$ cat config.mk
export PLATFORM = sky130hd
export DESIGN_NAME = dht11_sampler_flat
export DESIGN_NICKNAME = d
export VERILOG_FILES = /design/src/rtl/dht11_pkg.sv /design/src/rtl/dht11_sampler_if.sv /design/src/rtl/dht11_sampler_bin2bcd99.sv /design/src/rtl/dht11_sampler.sv /design/src/flat_wrapper.sv
export SDC_FILE = /design/constraint.sdc
export NUM_CORES = 1
export LEC_CHECK = 0
export CORE_AREA = 3 3 105 107
export DETAILED_ROUTE_END_ITERATION = 10
export DIE_AREA = 0 0 108 110
export GPL_TIMING_DRIVEN = 0
export PLACE_DENSITY = 0.72
export SLEW_MARGIN = 10
export SYNTH_ARGS = -nofsm -noshare
export SYNTH_HDL_FRONTEND = slang
export SYNTH_SLANG_ARGS = --single-unit
$ cat constraint.sdc
create_clock -name clk -period 4.1 [get_ports clk]
set_input_delay 0.82 -clock clk [delete_from_list [all_inputs] [get_ports clk]]
set_output_delay 0.82 -clock clk [all_outputs]
set_load 0.1 [all_outputs]
$ cat src/rtl/dht11_pkg.sv
// Shared DHT11 sampler types: FSM states, frame geometry and byte lookup.
// Frame bytes arrive MSB-first, so byte 0 (RH integer) sits in the top 8 bits.
package dht11_pkg;

  typedef enum logic [2:0] {
    IDLE,
    START,
    REL,
    RESP_L,
    RESP_H,
    BIT_L,
    BIT_H,
    CHECK
  } state_t;

  typedef struct packed {
    logic [3:0] tens;
    logic [3:0] ones;
  } bcd_t;

  localparam int FRAME_BITS = 40;
  localparam int RH_INT_IDX = 0;
  localparam int RH_DEC_IDX = 1;
  localparam int T_INT_IDX  = 2;
  localparam int T_DEC_IDX  = 3;
  localparam int SUM_IDX    = 4;

  function automatic logic [7:0] frame_byte(input logic [FRAME_BITS-1:0] frame, input int idx);
    return frame[FRAME_BITS-1-8*idx -: 8];
  endfunction

endpackage

$ cat src/rtl/dht11_sampler_if.sv
// Pad and result signals of the DHT11 sampler; master = sampler, slave = pad/LCD side.
// Results carry no backpressure: data_valid is a fire-and-forget one-cycle strobe.
interface dht11_sampler_if;
  import dht11_pkg::*;

  logic       dht_in;
  logic       dht_drive_low;
  logic [3:0] humidity10;
  logic [3:0] humidity0;
  logic [3:0] temperature10;
  logic [3:0] temperature0;
  logic       data_valid;
  logic       err;
  logic       busy;

  modport master (
    input  dht_in,
    output dht_drive_low, humidity10, humidity0, temperature10, temperature0,
    output data_valid, err, busy
  );

  modport slave (
    output dht_in,
    input  dht_drive_low, humidity10, humidity0, temperature10, temperature0,
    input  data_valid, err, busy
  );

endinterface

$ cat src/rtl/dht11_sampler_bin2bcd99.sv
// bin2bcd99: 8-bit binary to two BCD digits, saturating at 99.
// Purely combinational, zero latency, no backpressure.
module bin2bcd99
  import dht11_pkg::*;
(
  input  logic [7:0] bin,
  output bcd_t       bcd
);

  logic [7:0] tens;

  always_comb begin
    tens = '0;
    bcd  = '{tens: 4'd9, ones: 4'd9};
    if (bin <= 8'd99) begin
      tens     = bin / 8'd10;
      bcd.tens = tens[3:0];
      bcd.ones = 4'(bin - tens * 8'd10);
    end
  end

endmodule

$ cat src/rtl/dht11_sampler.sv
// dht11_sampler: periodic DHT11 single-wire master; decodes 40 bits and publishes BCD RH/T.
// Digits land one cycle after CHECK; no backpressure, data_valid is a one-cycle strobe.
module dht11_sampler #(
  parameter int CYCLES_PER_US  = 1,
  parameter int POLL_US        = 2000000,
  parameter int START_LOW_US   = 18000,
  parameter int BIT1_THRESH_US = 40,
  parameter int TIMEOUT_US     = 200
) (
  input logic             clk,
  input logic             rst,
  dht11_sampler_if.master bus
);
  import dht11_pkg::*;

  localparam int          PRE_W        = (CYCLES_PER_US > 1) ? $clog2(CYCLES_PER_US) : 1;
  localparam logic [31:0] POLL_LAST    = 32'(POLL_US - 1);
  localparam logic [31:0] START_LAST   = 32'(START_LOW_US - 1);
  localparam logic [31:0] TIMEOUT_LAST = 32'(TIMEOUT_US - 1);
  localparam logic [31:0] BIT1_THRESH  = 32'(BIT1_THRESH_US);
  localparam logic [5:0]  LAST_BIT     = 6'(FRAME_BITS - 1);

  state_t                state;
  logic [31:0]           phase;
  logic [FRAME_BITS-1:0] shift_reg;
  logic [5:0]            bit_cnt;
  logic                  drive_q, valid_q, err_q, busy_q;
  bcd_t                  hum_q, temp_q;

  logic [PRE_W-1:0] pre_cnt;
  logic             us_tick;

  assign us_tick = (pre_cnt == PRE_W'(CYCLES_PER_US - 1));

  always_ff @(posedge clk) begin
    if (rst || us_tick) pre_cnt <= '0;
    else                pre_cnt <= pre_cnt + PRE_W'(1);
  end

  // Sync chain idles high so a released pad never looks like a falling edge after reset.
  logic din_s1, din_s2, din_d, rise, fall;

  always_ff @(posedge clk) begin
    if (rst) begin
      din_s1 <= 1'b1;
      din_s2 <= 1'b1;
      din_d  <= 1'b1;
    end else begin
      din_s1 <= bus.dht_in;
      din_s2 <= din_s1;
      din_d  <= din_s2;
    end
  end

  assign rise = din_s2 & ~din_d;
  assign fall = ~din_s2 & din_d;

  logic [7:0] rh_int, rh_dec, t_int, t_dec, sum_rx, sum_calc;
  logic       frame_ok;
  bcd_t       rh_bcd, t_bcd;

  assign rh_int   = frame_byte(shift_reg, RH_INT_IDX);
  assign rh_dec   = frame_byte(shift_reg, RH_DEC_IDX);
  assign t_int    = frame_byte(shift_reg, T_INT_IDX);
  assign t_dec    = frame_byte(shift_reg, T_DEC_IDX);
  assign sum_rx   = frame_byte(shift_reg, SUM_IDX);
  assign sum_calc = rh_int + rh_dec + t_int + t_dec;
  assign frame_ok = (sum_calc == sum_rx);

  bin2bcd99 u_rh_bcd (.bin(rh_int), .bcd(rh_bcd));
  bin2bcd99 u_t_bcd  (.bin(t_int),  .bcd(t_bcd));

  logic wait_st, edge_hit, timeout_hit, bit_val;

  always_comb begin
    wait_st  = 1'b0;
    edge_hit = 1'b0;
    case (state)
      REL, RESP_H, BIT_H: begin wait_st = 1'b1; edge_hit = fall; end
      RESP_L, BIT_L:      begin wait_st = 1'b1; edge_hit = rise; end
      default: ;
    endcase
  end

  // An edge arriving on the expiry tick wins over the timeout.
  assign timeout_hit = wait_st && !edge_hit && us_tick && (phase == TIMEOUT_LAST);
  assign bit_val     = (phase >= BIT1_THRESH);

  always_ff @(posedge clk) begin
    if (rst) begin
      state     <= IDLE;
      phase     <= '0;
      shift_reg <= '0;
      bit_cnt   <= '0;
      drive_q   <= 1'b0;
      valid_q   <= 1'b0;
      err_q     <= 1'b0;
      busy_q    <= 1'b0;
      hum_q     <= '0;
      temp_q    <= '0;
    end else begin
      valid_q <= 1'b0;
      if (us_tick) phase <= phase + 32'd1;
      if (timeout_hit) begin
        state  <= IDLE;
        phase  <= '0;
        busy_q <= 1'b0;
        err_q  <= 1'b1;
      end else begin
        case (state)
          IDLE: if (us_tick && phase == POLL_LAST) begin
            state   <= START;
            phase   <= '0;
            bit_cnt <= '0;
            drive_q <= 1'b1;
            busy_q  <= 1'b1;
          end
          START: if (us_tick && phase == START_LAST) begin
            state   <= REL;
            phase   <= '0;
            drive_q <= 1'b0;
          end
          REL:    if (edge_hit) begin state <= RESP_L; phase <= '0; end
          RESP_L: if (edge_hit) begin state <= RESP_H; phase <= '0; end
          RESP_H: if (edge_hit) begin state <= BIT_L;  phase <= '0; end
          BIT_L:  if (edge_hit) begin state <= BIT_H;  phase <= '0; end
          BIT_H: if (edge_hit) begin
            shift_reg <= {shift_reg[FRAME_BITS-2:0], bit_val};
            bit_cnt   <= bit_cnt + 6'd1;
            phase     <= '0;
            state     <= (bit_cnt == LAST_BIT) ? CHECK : BIT_L;
          end
          CHECK: begin
            state  <= IDLE;
            phase  <= '0;
            busy_q <= 1'b0;
            if (frame_ok) begin
              hum_q   <= rh_bcd;
              temp_q  <= t_bcd;
              valid_q <= 1'b1;
              err_q   <= 1'b0;
            end else begin
              err_q <= 1'b1;
            end
          end
          default: state <= IDLE;
        endcase
      end
    end
  end

  assign bus.dht_drive_low = drive_q;
  assign bus.humidity10    = hum_q.tens;
  assign bus.humidity0     = hum_q.ones;
  assign bus.temperature10 = temp_q.tens;
  assign bus.temperature0  = temp_q.ones;
  assign bus.data_valid    = valid_q;
  assign bus.err           = err_q;
  assign bus.busy          = busy_q;

endmodule
$ cat src/flat_wrapper.sv
// flat-port wrapper written by rule: the top's interface ports become plain ports
module dht11_sampler_flat import dht11_pkg::*;
#(
  parameter int CYCLES_PER_US  = 1,
  parameter int POLL_US        = 2000000,
  parameter int START_LOW_US   = 18000,
  parameter int BIT1_THRESH_US = 40,
  parameter int TIMEOUT_US     = 200
)
  (clk, rst, bus_dht_in, bus_dht_drive_low, bus_humidity10, bus_humidity0, bus_temperature10, bus_temperature0, bus_data_valid, bus_err, bus_busy);
  dht11_sampler_if bus_i ();
  input logic clk;
  input logic rst;
  input wire logic [$bits(bus_i.dht_in)-1:0] bus_dht_in;
  output wire logic [$bits(bus_i.dht_drive_low)-1:0] bus_dht_drive_low;
  output wire logic [$bits(bus_i.humidity10)-1:0] bus_humidity10;
  output wire logic [$bits(bus_i.humidity0)-1:0] bus_humidity0;
  output wire logic [$bits(bus_i.temperature10)-1:0] bus_temperature10;
  output wire logic [$bits(bus_i.temperature0)-1:0] bus_temperature0;
  output wire logic [$bits(bus_i.data_valid)-1:0] bus_data_valid;
  output wire logic [$bits(bus_i.err)-1:0] bus_err;
  output wire logic [$bits(bus_i.busy)-1:0] bus_busy;
  assign bus_i.dht_in = bus_dht_in;
  assign bus_dht_drive_low = bus_i.dht_drive_low;
  assign bus_humidity10 = bus_i.humidity10;
  assign bus_humidity0 = bus_i.humidity0;
  assign bus_temperature10 = bus_i.temperature10;
  assign bus_temperature0 = bus_i.temperature0;
  assign bus_data_valid = bus_i.data_valid;
  assign bus_err = bus_i.err;
  assign bus_busy = bus_i.busy;
  dht11_sampler #(.CYCLES_PER_US(CYCLES_PER_US), .POLL_US(POLL_US), .START_LOW_US(START_LOW_US), .BIT1_THRESH_US(BIT1_THRESH_US), .TIMEOUT_US(TIMEOUT_US)) u_core (.clk(clk), .rst(rst), .bus(bus_i));
endmodule
==> flow_summary.yaml <==
outcome:
  status: "completed"
floorplan:
  ios: 23
  initial_utilization: 0.547
  die_w_microns: 108
  rows: 37
  die_h_microns: 110
  core_sq_um: 10200
  dieArea_sq_um: 11900
clock_network:
  cts_sinks: 105
  htreeDepth: 3
  insertion_delay_ns: 0.38
  cts_root_buf: "clkbuf_8"
  clockBufferDepth: 2
  cts.reportedPaths.clkPinSlew_ns: 0.10
  cts_tree: "yes"
  postCtsHoldBufs: 0
  cts-buffers-inserted: 9
placed_design:
  numPlacedInstances: 826
  portBuffers: 21
  routabilityCongestion: 0.870
  dp_hpwl_microns: 9140
setup_path:
  crit_family: "adder cells"
  crit_chain: "fa_1, fa_1, inv_1, fa_1, xor2_1, xnor2_1, nor4_1, nand4_1, a211oi_4, buf_4, mux2i_1, nor2_1"
  critPathMaxFanout: 8
  cp_slowest_cell: "fa_1"
  endpoint_kind: "flop"
  r2r_slack_ns: 0.21
  worst_ep_arrival_time_ns: 4.15
  crit_path_max_incr_delay_ns: 0.57
  crit_buf_inv: 2
  worst_setup_path_start_kind: "flop"
  crit_top_cell: "fa_1"
  crit_required_ns: 4.35
  critPathKind: "reg2reg"
yosys:
  ys_warn_count: 0
  synth_top_area_share: 0.376
  syn_area_per_cell_sq_um: 8.36
  ys_seq_elements: 105
  synthArstFlopShare: 0
  synth_area_sq_um: 5600
  ys.flop_type: "dfxtp_1"
  yosysSeqAreaShare: 0.376
  yosysUniqueCellTypes: 61
  synth_fp_nets: 702
  yosys-top-cells-area: "dfxtp_1 38%, nand2_1 7.4%, fa_1 5.7%"
  synth_edf_count: 0
  yosysTopAreaCell: "dfxtp_1"
  synthesis.instances: 669
route:
  drt_wl_total_microns: 12300
  wl_per_cell_microns: 14.6
  vias: 4751
  drt_iter0_markers: 345
  via_per_inst: 5.62
  ant_nets: 0
  drc: 0
  drtPass1Iterations: 5
grt:
  grt_usage: 0.218
  grt_pass1_wl_microns: 20700
  grt_max_degree: 18
  antenna_found_initial: 0
  grt_pass1_vias: 4297
  overflow: 0
timing:
  rsz0062_at_grt: "false"
  setup_viol: 0
  drv_slew: 0
  final.setup.tns_ns: 0
  finalHoldViolations: 0
  finClkSkew_ns: 0.0111
  fin_crit_sh: 0.950
  tightest_slew_ns: 0.981
  max_freq_mhz: 257
  slew-limit-headroom: 0.344
  min_period_ns: 3.89
finish:
  area_growth_pct: 11.4
  largest_register_ff_count: 40
  antenna_cells: 0
  layout.cells.non_filler: 845
  drive_gt1_frac: 0.0677
  num-nets-final: 737
run:
  drv_cap: 0
worst_hold_path:
  hold_path.class: "reg2reg"
power:
  power.density_nw_per_um2: 277
  vdd.ir_drop.worst_uv: 334
  p_leak_uw: 0.00231
-- what timing repair did --
action | 4_1_cts | 5_1_grt
endpoints found under the setup margin | 0 | 11
resized for setup | 0 | 11
setup buffers | 0 | 3
-- final timing paths --
| check | end | start | cells after the start |
|---|---|---|---|
| hold / removal | u_core.din_s2 | u_core.din_s1 | 1 |
| setup / recovery | u_core.bus.humidity10[2] | u_core.shift_reg[18] | 12 |
| setup reg to reg | u_core.bus.humidity10[2] | u_core.shift_reg[18] | 12 |
| hold reg to reg | u_core.din_s2 | u_core.din_s1 | 1 |
-- cells in the mapped netlist, drive strengths merged, types with 3 or more instances --
| cell type | n |
|---|---|
| or3b | 3 |
| and3 | 7 |
| or2 | 5 |
| nand3 | 20 |
| a311oi | 4 |
| xnor2 | 28 |
| nand2b | 8 |
| o21a | 3 |
| buf | 8 |
| xor2 | 29 |
| nand2 | 111 |
| a21o | 6 |
| mux2i | 10 |
| and4 | 5 |
| fa | 16 |
| o21ai | 17 |
| nor2b | 10 |
| ha | 14 |
| nor4 | 7 |
| nor3 | 11 |
| a211oi | 9 |
| inv | 21 |
| nor2 | 71 |
| o211ai | 4 |
| nand4 | 12 |
| or3 | 5 |
| a21oi | 54 |
| nor3b | 4 |
| clkbuf | 29 |
| dfxtp | 105 |
-- kinds of logic after synthesis --
group | synth area share
AND/OR/NAND/NOR | 0.249
multiplexers | 0.0179
AO/OA/AOI/OAI | 0.134
other | 0.000670
buffers and inverters | 0.0432
XOR/XNOR | 0.0906
flip-flops | 0.376
adder cells (fa/ha/maj) | 0.0886
-- stage by stage --
step | total power, uW | cell area (sq um) | utilization | setup slack [ns] | hold slack (ns)
floorplan | 1070 | 5600 | - | 0.557 | 0.389
global placement | 1080 | 5980 | 0.584 | 0.126 | 0.396
detailed placement | 1080 | 5980 | 0.584 | 0.0720 | 0.395
CTS | 1740 | 6190 | 0.605 | 0.0497 | 0.415
global route | 1790 | 6230 | 0.609 | 0.0165 | 0.424
finish | 1720 | 6230 | 0.609 | 0.205 | 0.415
-- final cells by class --
cell class	count	area, sq um
Buffer	37	169
Clock buffer	11	151
Clock inverter	5	60.1
Fill cell	892	4000
Inverter	21	78.8
Multi-Input combinational cell	506	3270
Sequential cell	105	2100
Tap cell	136	170
Timing Repair Buffer	24	233
-- worst reg2reg max path, delay by kind of cell, from the launching register on --
| kind | cells | cell delay [ns] |
|---|---|---|
| AO/OA/AOI/OAI | 1 | 0.35 |
| XOR/XNOR | 2 | 0.29 |
| adder cells (fa/ha/maj) | 3 | 1.54 |
| multiplexers | 1 | 0.25 |
| AND/OR/NAND/NOR | 3 | 0.49 |
| flip-flops | 1 | 0.56 |
| buffers and inverters | 2 | 0.29 |
-- layout by cell type (no fill, tap or decap), types with 3 or more instances in the layout --
cell type,n
a211oi_1,5
a211oi_2,3
a21o_1,6
a21oi_1,54
a311oi_1,4
and3_1,7
and4_1,5
buf_1,3
buf_4,3
buf_6,3
clkbuf_1,27
clkbuf_8,11
clkdlybuf4s50_1,21
dfxtp_1,104
fa_1,16
ha_1,14
inv_1,21
mux2i_1,10
nand2_1,111
nand2b_1,8
nand3_1,20
nand4_1,12
nor2_1,68
nor2_2,3
nor2b_1,10
nor3_1,10
nor3b_1,3
nor4_1,7
o211ai_1,4
o21a_1,3
o21ai_0,16
or2_2,5
or3_1,4
or3b_2,3
xnor2_1,27
xor2_1,29
-- where the power goes --
part           total (uW)  internal (uW)  switching [uW]
sequential           1030           1020            3.67
combinational        30.5           8.22            22.3
clock                 668            319             349
total                1720           1350             375
-- routing by layer --
metal | vias to the layer above | GRT usage | part of all wire
met5 | - | 0 | 0
met4 | 0 | 0.0622 | 0.017
met3 | 18 | 0.0472 | 0.054
met2 | 152 | 0.359 | 0.48
met1 | 2235 | 0.291 | 0.45
li1 | 2346 | - | -
Power figures use the tool's default switching activity.
